**src/rtl/pwm_brake_ctrl.sv**
```systemverilog
// PWM output gating with a filtered external brake and shoot-through trip (RUN/TRIP/ARM).
// Define PWM_BRK_AUTO_REC_EN to compile in automatic recovery from TRIP via auto_rec.
module pwm_brake_ctrl #(
  parameter int FILT_W = 8
) (
  input  logic              clk,
  input  logic              rst_n,
  input  logic              pwm1_h,
  input  logic              pwm1_l,
  input  logic              pwm2_h,
  input  logic              pwm2_l,
  input  logic              brk_in,
  input  logic              brk_pol,
  input  logic              brk_en,
  input  logic [FILT_W-1:0] filt_len,
  input  logic              clr,
  input  logic              auto_rec,
  input  logic [3:0]        safe_lvl,
  input  logic              period_start,
  output logic              pwm1_h_o,
  output logic              pwm1_l_o,
  output logic              pwm2_h_o,
  output logic              pwm2_l_o,
  output logic              fault,
  output logic [1:0]        cause,
  output logic [1:0]        state
);

  typedef enum logic [1:0] {
    ST_RUN  = 2'b00,
    ST_TRIP = 2'b01,
    ST_ARM  = 2'b10
  } state_t;

  state_t            r_state;
  state_t            w_next;
  logic              r_sync1;
  logic              r_sync2;
  logic [FILT_W-1:0] r_filt_cnt;
  logic [FILT_W-1:0] w_eff_len;
  logic              w_brk_act;
  logic              w_brk_trip;
  logic              w_st_trip;
  logic              w_trip;
  logic              w_clr_exit;
  logic              w_auto_exit;
  logic [3:0]        w_pwm_in;
  logic [3:0]        r_out;
  logic              r_fault;
  logic [1:0]        r_cause;

  assign w_pwm_in   = {pwm2_l, pwm2_h, pwm1_l, pwm1_h};
  assign w_brk_act  = ~(r_sync2 ^ brk_pol);
  assign w_eff_len  = (filt_len == '0) ? FILT_W'(1) : filt_len;
  // One extra bit so counter+1 cannot wrap when filt_len is all ones.
  assign w_brk_trip = brk_en & w_brk_act &
                      (({1'b0, r_filt_cnt} + (FILT_W+1)'(1)) >= {1'b0, w_eff_len});
  assign w_st_trip  = (pwm1_h & pwm1_l) | (pwm2_h & pwm2_l);
  assign w_trip     = w_brk_trip | w_st_trip;

  always_ff @(posedge clk) begin
    if (!rst_n) begin
      r_sync1    <= 1'b0;
      r_sync2    <= 1'b0;
      r_filt_cnt <= '0;
    end else begin
      r_sync1 <= brk_in;
      r_sync2 <= r_sync1;
      if (!w_brk_act)
        r_filt_cnt <= '0;
      else if (r_filt_cnt < filt_len)
        r_filt_cnt <= r_filt_cnt + FILT_W'(1);
    end
  end

`ifdef PWM_BRK_AUTO_REC_EN
  logic [FILT_W-1:0] r_rec_cnt;

  // Counts consecutive inactive-brake cycles spent in TRIP.
  always_ff @(posedge clk) begin
    if (!rst_n)
      r_rec_cnt <= '0;
    else if ((r_state == ST_TRIP) && !w_brk_act) begin
      if (r_rec_cnt < filt_len)
        r_rec_cnt <= r_rec_cnt + FILT_W'(1);
    end else
      r_rec_cnt <= '0;
  end

  assign w_auto_exit = auto_rec & ~w_brk_act & ~w_st_trip &
                       (({1'b0, r_rec_cnt} + (FILT_W+1)'(1)) >= {1'b0, w_eff_len});
`else
  logic w_unused_auto_rec;
  assign w_unused_auto_rec = auto_rec;
  assign w_auto_exit       = 1'b0;
`endif

  always_comb begin
    w_next     = r_state;
    w_clr_exit = 1'b0;
    case (r_state)
      ST_RUN: begin
        if (w_trip) w_next = ST_TRIP;
      end
      ST_ARM: begin
        if (w_trip)            w_next = ST_TRIP;
        else if (period_start) w_next = ST_RUN;
      end
      ST_TRIP: begin
        if (clr && !w_brk_act && !w_st_trip) begin
          w_next     = ST_ARM;
          w_clr_exit = 1'b1;
        end else if (w_auto_exit) begin
          w_next = ST_ARM;
        end
      end
      default: w_next = ST_ARM;
    endcase
  end

  // Outputs load from next-state so gating takes effect on the transition edge.
  always_ff @(posedge clk) begin
    if (!rst_n) begin
      r_state <= ST_ARM;
      r_out   <= 4'b0000;
      r_fault <= 1'b0;
      r_cause <= 2'b00;
    end else begin
      r_state <= w_next;
      r_out   <= (w_next == ST_RUN) ? w_pwm_in : safe_lvl;
      r_fault <= (w_next == ST_TRIP);
      if (w_clr_exit)
        r_cause <= 2'b00;
      else if (w_next == ST_TRIP)
        r_cause <= r_cause | {w_st_trip, w_brk_trip};
    end
  end

  assign pwm1_h_o = r_out[0];
  assign pwm1_l_o = r_out[1];
  assign pwm2_h_o = r_out[2];
  assign pwm2_l_o = r_out[3];
  assign fault    = r_fault;
  assign cause    = r_cause;
  assign state    = r_state;

endmodule

```
**config.mk**
```make
export PLATFORM = sky130hd
export DESIGN_NAME = pwm_brake_ctrl
export DESIGN_NICKNAME = d
export VERILOG_FILES = /design/src/rtl/pwm_brake_ctrl.sv
export SDC_FILE = /design/constraint.sdc
export NUM_CORES = 1
export LEC_CHECK = 0
export ABC_AREA = 1
export CAP_MARGIN = 30
export CORE_UTILIZATION = 60
export CTS_BUF_LIST = sky130_fd_sc_hd__clkbuf_16
export DETAILED_ROUTE_END_ITERATION = 12
export DONT_BUFFER_PORTS = 1
export PLACE_DENSITY = 0.76
export SLEW_MARGIN = 20
export SYNTH_ARGS = -nofsm -noshare
export SYNTH_HDL_FRONTEND = slang
export SYNTH_SLANG_ARGS = --single-unit
```
**constraint.sdc**
```tcl
create_clock -name clk -period 2.2 [get_ports clk]
set_input_delay 0.33 -clock clk [delete_from_list [all_inputs] [get_ports clk]]
set_output_delay 0.33 -clock clk [all_outputs]
set_load 0.01 [all_outputs]
```
==> reports/metrics.cfg <==
[sta]
period_share_pct = 98.3
rsz0062_at_grt = yes
holdWs_ps = 172
clock_skew_ps = 5.07
min_period_ps = 2160
slew_headroom_pct = 76.3
max_freq_mhz = 462
setup_violations = 0
drv_slew = 0
finalHoldViolCount = 0
worstMarginPinSlew_ps = 355

[cts]
cts_hold_buf = 0
root_buffer = clkbuf_16
cts_max_level = 1
numCtsBuffers = 3
clk_pin_slew_worst_paths_ps = 50
clk_path_buf_depth = 2
cts_tree = built
clock-sinks = 19
clock_latency_ps = 250

[pwr]
swShare_pct = 25.9
comb_power_share_pct = 16.5
power_frac_seq_pct = 43.0
p_int_mw = 0.668
power_switching_mw = 0.234
pwr-share-clk_pct = 40.5
ir_worst_vdd_v = 0.000880
p_leak_nw = 0.877
cellPowerDensity_nw_per_um2 = 553

[place]
io_buffers = 0
hpwlAfterDp_um = 2060
gp_congestion = 0.860
dp_cells = 218
postPlaceCellArea_sq_um = 1420

[die]
dieArea_sq_um = 2480
start_util_pct = 66.6
core_area_sq_um = 2060
die_w_um = 49.8
ios = 33
rows = 16
die_h_um = 49.8

[synth]
ys.flop_type = dfxtp_1
netlist_top_cells_area = dfxtp_1 (28%), ha_1 (15%), nand2_1 (13%)
asyncSetResetFlopFracSynth_pct = 0
avgSynthCellArea_sq_um = 7.26
yosysWarnings = 0
synth_edf_count = 0
synthTopCellsByCount = nand2_1 (48), inv_1 (38), dfxtp_1 (19), ha_1 (16), a21oi_1 (14)
syn_nets = 229
syn_inst = 189
synth_seq_cells = 19
syn_area_sq_um = 1370
synth.distinct_cells = 28
yosysSeqAreaShare_pct = 27.7
synth_top_cell_area_share_pct = 27.7
yosysMostFrequentCell = nand2_1
yosys.area.top_type = dfxtp_1

[cells_and_area]
multi_input_area_sq_um = 880
synthToLayoutAreaGrowth_pct = 18.7
antennaDiodeCount = 0
ff_latch_area_sq_um = 385
fin_nets = 243
fillers = 149
final_area_sq_um = 1630
final_cell_count_no_fill = 229
fin_util_pct = 79.0
drive_above_1_share_pct = 26.2

[drt]
routedWlPerCell_um = 13.0
drt_wl_total_um = 2970
drc = 0
viasPerCell = 5.18
route.vias.total = 1187
drt_iter0_markers = 47
postRouteAntennaNets = 0
drtPass1Iterations = 4

[setup_path]
critical-path-max-stage-delay_ps = 360
critPathKind = flop to flop
cp.arrival_ps = 2350
crit_start = r_filt_cnt[1]$_SDFFE_PP0N_
start_kind = flop
crit_path_end_kind = flop
ff2ff_path_depth = 15
cp_slowest_cell = dfxtp_2
required_ps = 2390
crit_top_cell = nand2_1
rr_endpoint = r_out[2]$_SDFF_PN0_
reg2reg_slack_ps = 40
timing.rr.start = r_filt_cnt[1]$_SDFFE_PP0N_
crit_fanout = 7
crit_path_cell_trace = ha_4 -> nand3_4 -> xnor2_2 -> ha_1 -> a21oi_1 -> nand3_1 -> nand2_1 -> nand2_1 -> nand2_1 -> nand2_2 -> nand2_4 -> nand3_4 -> nand2_2 -> inv_2 -> nor2_2

[global_routing]
antenna_found_initial = 0
overflow = 0
grt_usage_pct = 23.4
grt_max_degree = 11
grt_pass1_vias = 1056
grt_pass1_wl_um = 4570

[hold_path]
hold_depth = 2
min_path_type = input port to flop
whs_endpoint = r_sync2$_SDFF_PN0_
hp-start = rst_n

[job]
cap_violations = 0

[status]
status = completed

-- stage by stage --
step / power [mW] / setup slack [ps] / TNS [ps]
4_1_cts: 0.885 / 51.9 / 0
3_5_place_dp: 0.520 / 80.9 / 0
6_report: 0.901 / 37.6 / 0
5_1_grt: 0.942 / -120 / -531
2_1_floorplan: 0.496 / 190 / 0
3_3_place_gp: 0.513 / 133 / 0
-- worst max-delay path: cells and delay by family (launching register included) --
family                   cells  cell delay [ps]
flip-flops                   1              360
adder cells (fa/ha/maj)      2              480
AND/OR/NAND/NOR             10              860
AO/OA/AOI/OAI                1              210
XOR/XNOR                     1              150
buffers and inverters        1               30
-- state kept, by name, indices dropped and copies added, names as in the netlist --
| name | cells |
|---|---|
| fault | 1 |
| r_sync2 | 1 |
| r_out | 4 |
| cause | 2 |
| r_sync1 | 1 |
| state | 2 |
| r_filt_cnt | 8 |
-- worst max path at each step --
stage	endpoint	slack, ps	depth (start not counted)
final	r_out[2]$_SDFF_PN0_	40	15
after floorplan	r_out[0]$_SDFF_PN0_	190	17
after detailed placement	r_out[0]$_SDFF_PN0_	80	17
after global placement	r_out[1]$_SDFF_PN0_	130	17
after global routing	r_out[0]$_SDFF_PN0_	-120	15
after CTS	r_out[1]$_SDFF_PN0_	50	17
-- final cells by class --
cell class	instances	area share (%)
multi-input combinational	124	54.0
sequential	19	23.7
inverter	45	10.4
timing repair buffer	10	5.07
clock buffer	3	4.61
tap	27	2.07
clock inverter	1	0.230
-- cells in the final DEF, fill, tap and decap left out --
cell,synthesis,routed
nand2_1,48,44
inv_1,38,39
ha_1,16,15
dfxtp_1,19,15
a21oi_1,14,13
buf_4,0,8
inv_2,7,7
nor2_2,7,6
nand4_1,6,6
nand2_2,1,5
nand3_1,4,4
a21oi_2,3,4
nor2_1,4,4
dfxtp_2,0,4
nand3_4,1,3
xnor2_2,2,3
clkbuf_16,0,3
xor2_1,3,2
nor2_4,1,2
nand2_4,2,2
buf_6,0,2
xor2_2,0,1
o41ai_1,1,1
o21ai_1,1,1
nand4_2,1,1
o21a_1,1,1
xnor2_1,2,1
o22ai_4,1,1
a31oi_1,1,1
o21ai_0,1,1
or2_1,1,1
ha_4,0,1
-- cell families after synthesis --
| kind of cell | after synthesis | synth area share [%] |
|---|---|---|
| DFF | 19 | 27.7 |
| xor gates and xnor gates | 7 | 5.56 |
| AOI/OAI and AO/OA | 23 | 10.8 |
| adders and majority gates | 16 | 14.6 |
| and+or+nand+nor | 78 | 28.6 |
| buffers and inverters | 46 | 12.7 |
-- layer usage --
layer  routed length (um)  track usage, %
met5                    0               0
met4                    7            1.43
met3                  120            5.86
met2                 1520            41.4
met1                 1320            29.6
-- power by group through the flow --
stage	logic, mW	registers, mW	clock network [mW]
detailed placement	0.128	0.392	0
floorplan	0.105	0.391	0
finish	0.149	0.387	0.365
global route	0.167	0.389	0.385
CTS	0.130	0.385	0.369
global placement	0.121	0.392	0
-- what timing repair did --
item | in CTS | in global routing
endpoints found under the setup margin | 0 | 6
gates resized for setup | 0 | 18
buffers inserted | 0 | 7
Power figures use the tool's default switching activity.
